$ cat config.mk
export PLATFORM = sky130hd
export DESIGN_NAME = spi_cfg_master
export DESIGN_NICKNAME = d
export VERILOG_FILES = /design/src/rtl/spi_cfg_master.sv
export SDC_FILE = /design/constraint.sdc
export NUM_CORES = 1
export LEC_CHECK = 0
export ABC_AREA = 1
export CELL_PAD_IN_SITES_DETAIL_PLACEMENT = 1
export CELL_PAD_IN_SITES_GLOBAL_PLACEMENT = 1
export CORE_UTILIZATION = 39
export DETAILED_ROUTE_END_ITERATION = 8
export DONT_BUFFER_PORTS = 1
export PLACE_DENSITY_LB_ADDON = 0.1
export SKIP_LAST_GASP = 1
export SYNTH_ARGS = -nofsm -noshare
export SYNTH_HDL_FRONTEND = slang
export SYNTH_SLANG_ARGS = --single-unit
$ cat constraint.sdc
create_clock -name iclk_i -period 1.2 [get_ports iclk_i]
set_input_delay 0.18 -clock iclk_i [delete_from_list [all_inputs] [get_ports iclk_i]]
set_output_delay 0.18 -clock iclk_i [all_outputs]
set_load 0.02 [all_outputs]
$ cat src/rtl/spi_cfg_master.sv
// spi_cfg_master: LSB-first SPI frame serialiser (address byte + up to MAX_BYTES data bytes).
// Latency: first bit one iclk after accept; done one iclk after last high phase (plus byte gaps).
// Backpressure: cmd_ready only in IDLE; FETCH stalls with sclk low until byte_valid_i.
// Optional: define SPI_CFG_MASTER_BYTE_GAP_EN to add an 8-cycle quiet gap after every byte.
module spi_cfg_master #(
    parameter int HALF_DIV  = 1,
    parameter int MAX_BYTES = 4,
    localparam int LEN_W    = $clog2(MAX_BYTES + 1)
) (
    input  logic             iclk_i,
    input  logic             rstn_i,
    input  logic             cmd_valid_i,
    output logic             cmd_ready_o,
    input  logic [7:0]       cmd_addr_i,
    input  logic [LEN_W-1:0] cmd_len_i,
    input  logic             byte_valid_i,
    output logic             byte_ready_o,
    input  logic [7:0]       byte_data_i,
    output logic             sclk_o,
    output logic             serial_out_o,
    output logic             busy_o,
    output logic             done_o
);

    typedef enum logic [2:0] {
        S_IDLE  = 3'd0,
        S_SHIFT = 3'd1,
        S_GAP   = 3'd2,
        S_FETCH = 3'd3,
        S_DONE  = 3'd4
    } state_e;

    localparam int               DIV_W    = (HALF_DIV > 1) ? $clog2(HALF_DIV) : 1;
    localparam logic [DIV_W-1:0] DIV_LAST = DIV_W'(HALF_DIV - 1);
    localparam logic [LEN_W-1:0] LEN_MAX  = LEN_W'(MAX_BYTES);

    state_e             state_q, state_d;
    logic [7:0]         shreg_q, shreg_d;
    logic [LEN_W-1:0]   rem_q, rem_d;
    logic [2:0]         bit_cnt_q, bit_cnt_d;
    logic [DIV_W-1:0]   div_q, div_d;
    logic               phase_q, phase_d;
    logic               sout_q, sout_d;
    logic               sclk_q, busy_q, done_q, byte_rdy_q, cmd_rdy_q;
    logic               sclk_d, busy_d, done_d, byte_rdy_d, cmd_rdy_d;
`ifdef SPI_CFG_MASTER_BYTE_GAP_EN
    logic [2:0]         gap_q, gap_d;
`endif

    always_comb begin
        state_d   = state_q;
        shreg_d   = shreg_q;
        rem_d     = rem_q;
        bit_cnt_d = bit_cnt_q;
        div_d     = div_q;
        phase_d   = phase_q;
        sout_d    = sout_q;
`ifdef SPI_CFG_MASTER_BYTE_GAP_EN
        gap_d     = gap_q;
`endif
        case (state_q)
            S_IDLE: begin
                sout_d = 1'b0;
                if (cmd_valid_i && cmd_rdy_q) begin
                    shreg_d   = cmd_addr_i;
                    rem_d     = (cmd_len_i > LEN_MAX) ? LEN_MAX : cmd_len_i;
                    bit_cnt_d = 3'd0;
                    div_d     = '0;
                    phase_d   = 1'b0;
                    sout_d    = cmd_addr_i[0];
                    state_d   = S_SHIFT;
                end
            end
            S_SHIFT: begin
                if (div_q == DIV_LAST) begin
                    div_d = '0;
                    if (!phase_q) begin
                        phase_d = 1'b1;
                    end else begin
                        // end of high phase: advance to the next bit of the byte
                        phase_d   = 1'b0;
                        shreg_d   = shreg_q >> 1;
                        bit_cnt_d = bit_cnt_q + 3'd1;
                        if (bit_cnt_q == 3'd7) begin
`ifdef SPI_CFG_MASTER_BYTE_GAP_EN
                            gap_d   = 3'd0;
                            sout_d  = 1'b0;
                            state_d = S_GAP;
`else
                            if (rem_q != '0) begin
                                state_d = S_FETCH;
                            end else begin
                                sout_d  = 1'b0;
                                state_d = S_DONE;
                            end
`endif
                        end else begin
                            sout_d = shreg_q[1];
                        end
                    end
                end else begin
                    div_d = div_q + DIV_W'(1);
                end
            end
            S_GAP: begin
`ifdef SPI_CFG_MASTER_BYTE_GAP_EN
                gap_d = gap_q + 3'd1;
                if (gap_q == 3'd7) begin
                    state_d = (rem_q != '0) ? S_FETCH : S_DONE;
                end
`else
                state_d = S_IDLE;
`endif
            end
            S_FETCH: begin
                if (byte_valid_i) begin
                    shreg_d   = byte_data_i;
                    rem_d     = rem_q - LEN_W'(1);
                    bit_cnt_d = 3'd0;
                    div_d     = '0;
                    phase_d   = 1'b0;
                    sout_d    = byte_data_i[0];
                    state_d   = S_SHIFT;
                end
            end
            S_DONE: begin
                sout_d  = 1'b0;
                state_d = S_IDLE;
            end
            default: begin
                sout_d  = 1'b0;
                state_d = S_IDLE;
            end
        endcase
    end

    // Outputs are registered from the next state so they are glitch-free and cycle-aligned.
    assign sclk_d     = (state_d == S_SHIFT) && phase_d;
    assign busy_d     = (state_d == S_SHIFT) || (state_d == S_GAP) || (state_d == S_FETCH);
    assign done_d     = (state_d == S_DONE);
    assign byte_rdy_d = (state_d == S_FETCH);
    assign cmd_rdy_d  = (state_d == S_IDLE);

    always_ff @(posedge iclk_i or negedge rstn_i) begin
        if (!rstn_i) begin
            state_q    <= S_IDLE;
            shreg_q    <= 8'd0;
            rem_q      <= '0;
            bit_cnt_q  <= 3'd0;
            div_q      <= '0;
            phase_q    <= 1'b0;
            sout_q     <= 1'b0;
            sclk_q     <= 1'b0;
            busy_q     <= 1'b0;
            done_q     <= 1'b0;
            byte_rdy_q <= 1'b0;
            cmd_rdy_q  <= 1'b0;
`ifdef SPI_CFG_MASTER_BYTE_GAP_EN
            gap_q      <= 3'd0;
`endif
        end else begin
            state_q    <= state_d;
            shreg_q    <= shreg_d;
            rem_q      <= rem_d;
            bit_cnt_q  <= bit_cnt_d;
            div_q      <= div_d;
            phase_q    <= phase_d;
            sout_q     <= sout_d;
            sclk_q     <= sclk_d;
            busy_q     <= busy_d;
            done_q     <= done_d;
            byte_rdy_q <= byte_rdy_d;
            cmd_rdy_q  <= cmd_rdy_d;
`ifdef SPI_CFG_MASTER_BYTE_GAP_EN
            gap_q      <= gap_d;
`endif
        end
    end

    assign cmd_ready_o  = cmd_rdy_q;
    assign byte_ready_o = byte_rdy_q;
    assign sclk_o       = sclk_q;
    assign serial_out_o = sout_q;
    assign busy_o       = busy_q;
    assign done_o       = done_q;

endmodule

# Word-level counts from Yosys, hierarchy flattened
# Cells that the tools add are included.
[totals]
ff_bits = 25
inputBits = 23
out_inout_bits = 6
word_cells = 80
[op_classes]
n_addsub = 3
magnitude_cmp = 1
n_eq_ne = 13
muxes = 37
bitwise_logic = 1
reduce_logical = 13
[op_table]
columns = ["operator", "n"]
rows = [
  ["$mux W3", 13],
  ["$mux W8", 4],
  ["$pmux W8 S3", 1],
  ["$pmux W3 S3", 2],
  ["$mux W1", 13],
  ["$eq A3 B2 Y1 const B", 4],
  ["$reduce_and A5 Y1", 2],
  ["$ne A2 B2 Y1 const B", 4],
  ["$eq A3 B1 Y1 const B", 2],
  ["$eq A3 B3 Y1 const B", 2],
  ["$logic_not A3 Y1", 2],
  ["$pmux W1 S3", 2],
  ["$pmux W3 S2", 1],
  ["$reduce_and A3 Y1", 2],
  ["$reduce_bool A3 Y1", 2],
  ["$pmux W1 S4", 1],
  ["$add A3 B1 Y3 const B", 1],
  ["$gt A3 B3 Y1 const B", 1],
  ["$ne A3 B3 Y1 const B", 1],
  ["$sub A3 B1 Y3 const B", 1],
  ["$logic_and A1 B1 Y1", 2],
  ["$logic_or A1 B1 Y1", 2],
  ["$reduce_bool A2 Y1", 1],
  ["$add A1 B1 Y1 const B", 1],
  ["$not A1 Y1", 1],
]

# Depth between registers and ports, before layout
[logic_depth]
word_depth = 9
mapped_depth = 9
ltp_nobuf = 8

# Worst setup path after synthesis
# OpenSTA, ideal clock, no wires.
[synth_timing]
path_kind = "reg-to-reg"
start = "register bit_cnt_q[0]"
end = "register byte_rdy_q (netlist: byte_ready_o)"
setup_time_ns = 0.066
arrival_ns = 1.179
required_time_ns = 1.134
slack_ns = -0.046
stages_incl_launch_ff = 8
n_path_buf = 0
synth_period_minus_slack_ns = 1.246
cell_sequence = "dfrtp_1 -> ha_1 -> ha_1 -> nand2_1 -> inv_1 -> a21oi_1 -> o21ai_0 -> nand2_1"
[synth_between]
elab_chain_cells = 6
[synth_rtl]
columns = ["item", "line_no", "source"]
rows = [
  ["start, declared", "40", "logic [2:0] bit_cnt_q, bit_cnt_d;"],
  ["start signal, assigned", "165", "bit_cnt_q <= bit_cnt_d;"],
  ["$eq A3 B3 Y1", "84", "if (bit_cnt_q == 3'd7) begin"],
  ["$mux W3", "84", ""],
  ["$mux W3", "77", "if (!phase_q) begin"],
  ["$mux W3", "75", "if (div_q == DIV_LAST) begin"],
  ["$pmux W3 S3", "61", "case (state_q)"],
  ["$eq A3 B2 Y1", "141", "assign byte_rdy_d = (state_d == S_FETCH);"],
  ["named net byte_rdy_d", "45", "logic sclk_d, busy_d, done_d, byte_rdy_d, cmd_rdy_d;"],
  ["end signal, assigned", "172", "byte_rdy_q <= byte_rdy_d;"],
  ["end, declared", "44", "logic sclk_q, busy_q, done_q, byte_rdy_q, cmd_rdy_q;"],
]
# The timed path passes the listed nets, and every way through them passes these cells.
# A chain may end at the register's enable or synchronous reset.

# Final worst setup path
[layout_timing]
start = "register state_q[2]"
end = "register rem_q[0]"
[layout_between]
elab_chain_cells = 3
elab_cells_between_ends = 7
cone_classes = "3 x eq/ne; 1 x mux; 3 x reduce/logical"
[layout_rtl]
columns = ["item", "line_no", "source"]
rows = [
  ["start, declared", "37", "state_e state_q, state_d;"],
  ["start signal, assigned", "162", "state_q <= state_d;"],
  ["$eq A3 B2 Y1 or $logic_not A3 Y1 (tied branches)", "61", ""],
  ["$ne A2 B2 Y1 (no line) or $reduce_bool A2 Y1 (tied branches)", "-", ""],
  ["$reduce_and A3 Y1 (no line)", "-", ""],
  ["end signal, assigned", "164", "rem_q <= rem_d;"],
  ["end, declared", "39", "logic [LEN_W-1:0] rem_q, rem_d;"],
]
# Parallel ways exist; a longest one is shown, timed or not.

==> metrics.txt <==
outcome finished, violations left; failing checks setup timing; flop2flop setup slack -0.18 ns; GRT Total Usage 0.225; Fin Clk Skew between 0.009 and 0.01 ns; initial antenna violation count 0; Avg Inst Size Synth around 7.3 µm²; first-pass GRT wire length just under 6000 µm; maximum VDD drop ~1.3 mV; area grow syn2layout 33.1%; IO Count 29; H-tree depth 1; synth warn 0; Fin. Hold Viols 0; Yosys top cell by area dfrtp_1; TritonCTS clock tree done; kind of critical path register to register; slew margin rel. 0.294; DIE WIDTH roughly 60 µm; hpwl dp 2700 µm; worst setup margin -0.182 ns; I/O Buffers 0; filler cell count between 400 and 500; Final ANT Viol Nets 0; critical path cell sequence nor2_4 > buf_6 > nand2_4 > nand2_4 > inv_2 > nor2_4 > nand2_1 > o21ai_0; worst-path fanout max 5; EDFF count, synth 0; initial drt markers 60; Required @ worst endpoint 1.45 ns; Root Driver clkbuf_4; Async SR Flop Fraction 1.00; total power 5.50 mW; ANT cells 0; DRC violations left 0; synth top area cells dfrtp_1 44%, nand2_1 22%, inv_1 6.3%; post-synthesis cell area about 1300 µm²; die height about 60 µm; Initial Util 0.420; final period demand of the worst path 1.38 ns; RSZ-0062 raised after global routing yes; Netlist cell types 19; Slew @ Worst Pin 1.06 ns; Top Family by Delay on Critical Path simple AND/OR/NAND/NOR gates; vias per std cell between 4 and 5; crit start category register; Worst-path clk slew 0.14 ns; Setup crit end rem_q[0]; R2R depth 8; CP Buf/Inv Count 2; FP Rows 20; register area share after synthesis 0.439; DP Worst Slack -0.155 ns; RePlAce Congestion 0.864; number of max-cap violations 0; Clock Path Buffers 2; P_leak 0.935 nW; post-synth top area share 0.439; critical path depth 8; highest clock rate 0.724 GHz; Period Utilization, post-route 1.15; endpoints failing setup 22; vias in the first global route about 1300; Seq cells post-synth 23; Critical Path Start state_q[2]; critical path arrival between 1.5 and 2 ns; crit-path max cell delay about 0.46 ns; r2r endpoint rem_q[0]; Mapped Cells roughly 180; layout cells sized above 1 0.321; Num CTS Buffers 3; Setup crit end kind register; TritonRoute pass-1 iters 5; core area 3130 µm²; DR vias 1257; Clk Latency, worst-skew pair about 0.33 ns; TritonCTS sink count 23; HP Class input pin to register; wire per inst between 15 and 20 µm; critical path's slowest cell dfrtp_2; most common cell in the synthesized netlist nand2_1; syn nets between 200 and 250; most instantiated cells after synthesis 78 x nand2_1, 23 x dfrtp_1, 22 x inv_1; Power Density approximately 3100 nW/µm²; max-slew violation count 0; GR Overflow Total 0; RR Startpoint state_q[2]; Top FF cell, synth dfrtp_1; routed wire length 3930 µm; nets@finish approximately 240; DIE AREA ~3600 µm²; largest net degree at the start of global routing 24
[report_power, final]
part | switching [mW] | internal [mW]
registers | 0.287 | 1.12
logic | 2.17 | 1.54
clock network | 0.257 | 0.131
[metrics by stage]
stage | utilization | instances | TNS (ns) | hold WS (ns) | instance area, µm²
2_1_floorplan | - | 181 | 0 | -0.116 | 1340
3_3_place_gp | 0.494 | 244 | -1.17 | -0.115 | 1540
3_5_place_dp | 0.494 | 244 | -2.15 | -0.115 | 1540
4_1_cts | 0.507 | 249 | -2.58 | 0.0606 | 1590
5_1_grt | 0.558 | 253 | -4.22 | 0.0674 | 1750
6_report | 0.558 | 253 | -2.69 | 0.0406 | 1750
[cell families (layout without fill, tap and decap cells)]
logic type | count (synthesis) | count (layout) | share of synthesized area
flops | 23 | 23 | 0.439
compound gates | 12 | 12 | 0.0458
fa+ha+maj | 4 | 4 | 0.0381
simple gates | 114 | 115 | 0.386
buf+inv | 28 | 55 | 0.0915
[registers in the layout, summed over array words and instances (netlist names), 3 cells and up]
name and cells:
bit_cnt_q 3, rem_q 3, shreg_q 7, state_q 3
[worst register-to-register path, delay by kind of cell (launching register included)]
family | cells | cell delay (ns)
AND/OR/NAND/NOR | 5 | 0.58
flip-flops | 1 | 0.46
buffers and inverters | 2 | 0.21
AO/OA/AOI/OAI | 1 | 0.07
[layout make-up]
class,instances,area (µm²),area share
sequential,23,579,0.332
timing repair buffer,26,228,0.130
tap,44,55.1,0.0315
multi-input combinational,131,762,0.436
clock buffer,4,26.3,0.0150
inverter,25,96.3,0.0552
[layer usage]
layer	track usage	up-vias	part of all wire	routed length [µm]
met2	0.406	33	0.54	2120
met3	0.0281	11	0.039	152
met5	0	-	0	0
met4	0.0698	0	0.024	94
li1	-	616	-	-
met1	0.275	597	0.40	1570
[cells in the final DEF (no fill, tap or decap), types with 3 or more instances in the layout]
cell type / count
buf_4: 20
buf_6: 4
clkbuf_4: 3
dfrtp_1: 20
dfrtp_2: 3
inv_1: 20
inv_2: 4
nand2_1: 74
nand2_2: 4
nand2_4: 3
nand3_1: 9
nand3_4: 3
nand4_1: 3
nor2_1: 5
nor2_2: 5
nor2_4: 6
o21ai_0: 4
o21ai_2: 3
[what timing repair did]
item	in CTS	in global routing
hold endpoints to repair	23	0
hold buffers	1	0
pin swaps	2	8
cloned	0	1
gates resized for setup	2	39
setup buffers	0	3
endpoints found under the setup margin	20	45
[worst min-delay path by stage]
stage | start | to | slack [ns] | cells after the start
3_5_place_dp | rstn_i | done_o | -0.12 | 0
4_1_cts | cmd_addr_i[3] | shreg_q[3] | 0.06 | 4
3_3_place_gp | rstn_i | done_o | -0.12 | 0
6_report | cmd_addr_i[3] | shreg_q[3] | 0.04 | 4
5_1_grt | cmd_addr_i[3] | shreg_q[3] | 0.07 | 4
2_1_floorplan | rstn_i | bit_cnt_q[0] | -0.12 | 0
Power figures use the tool's default switching activity.
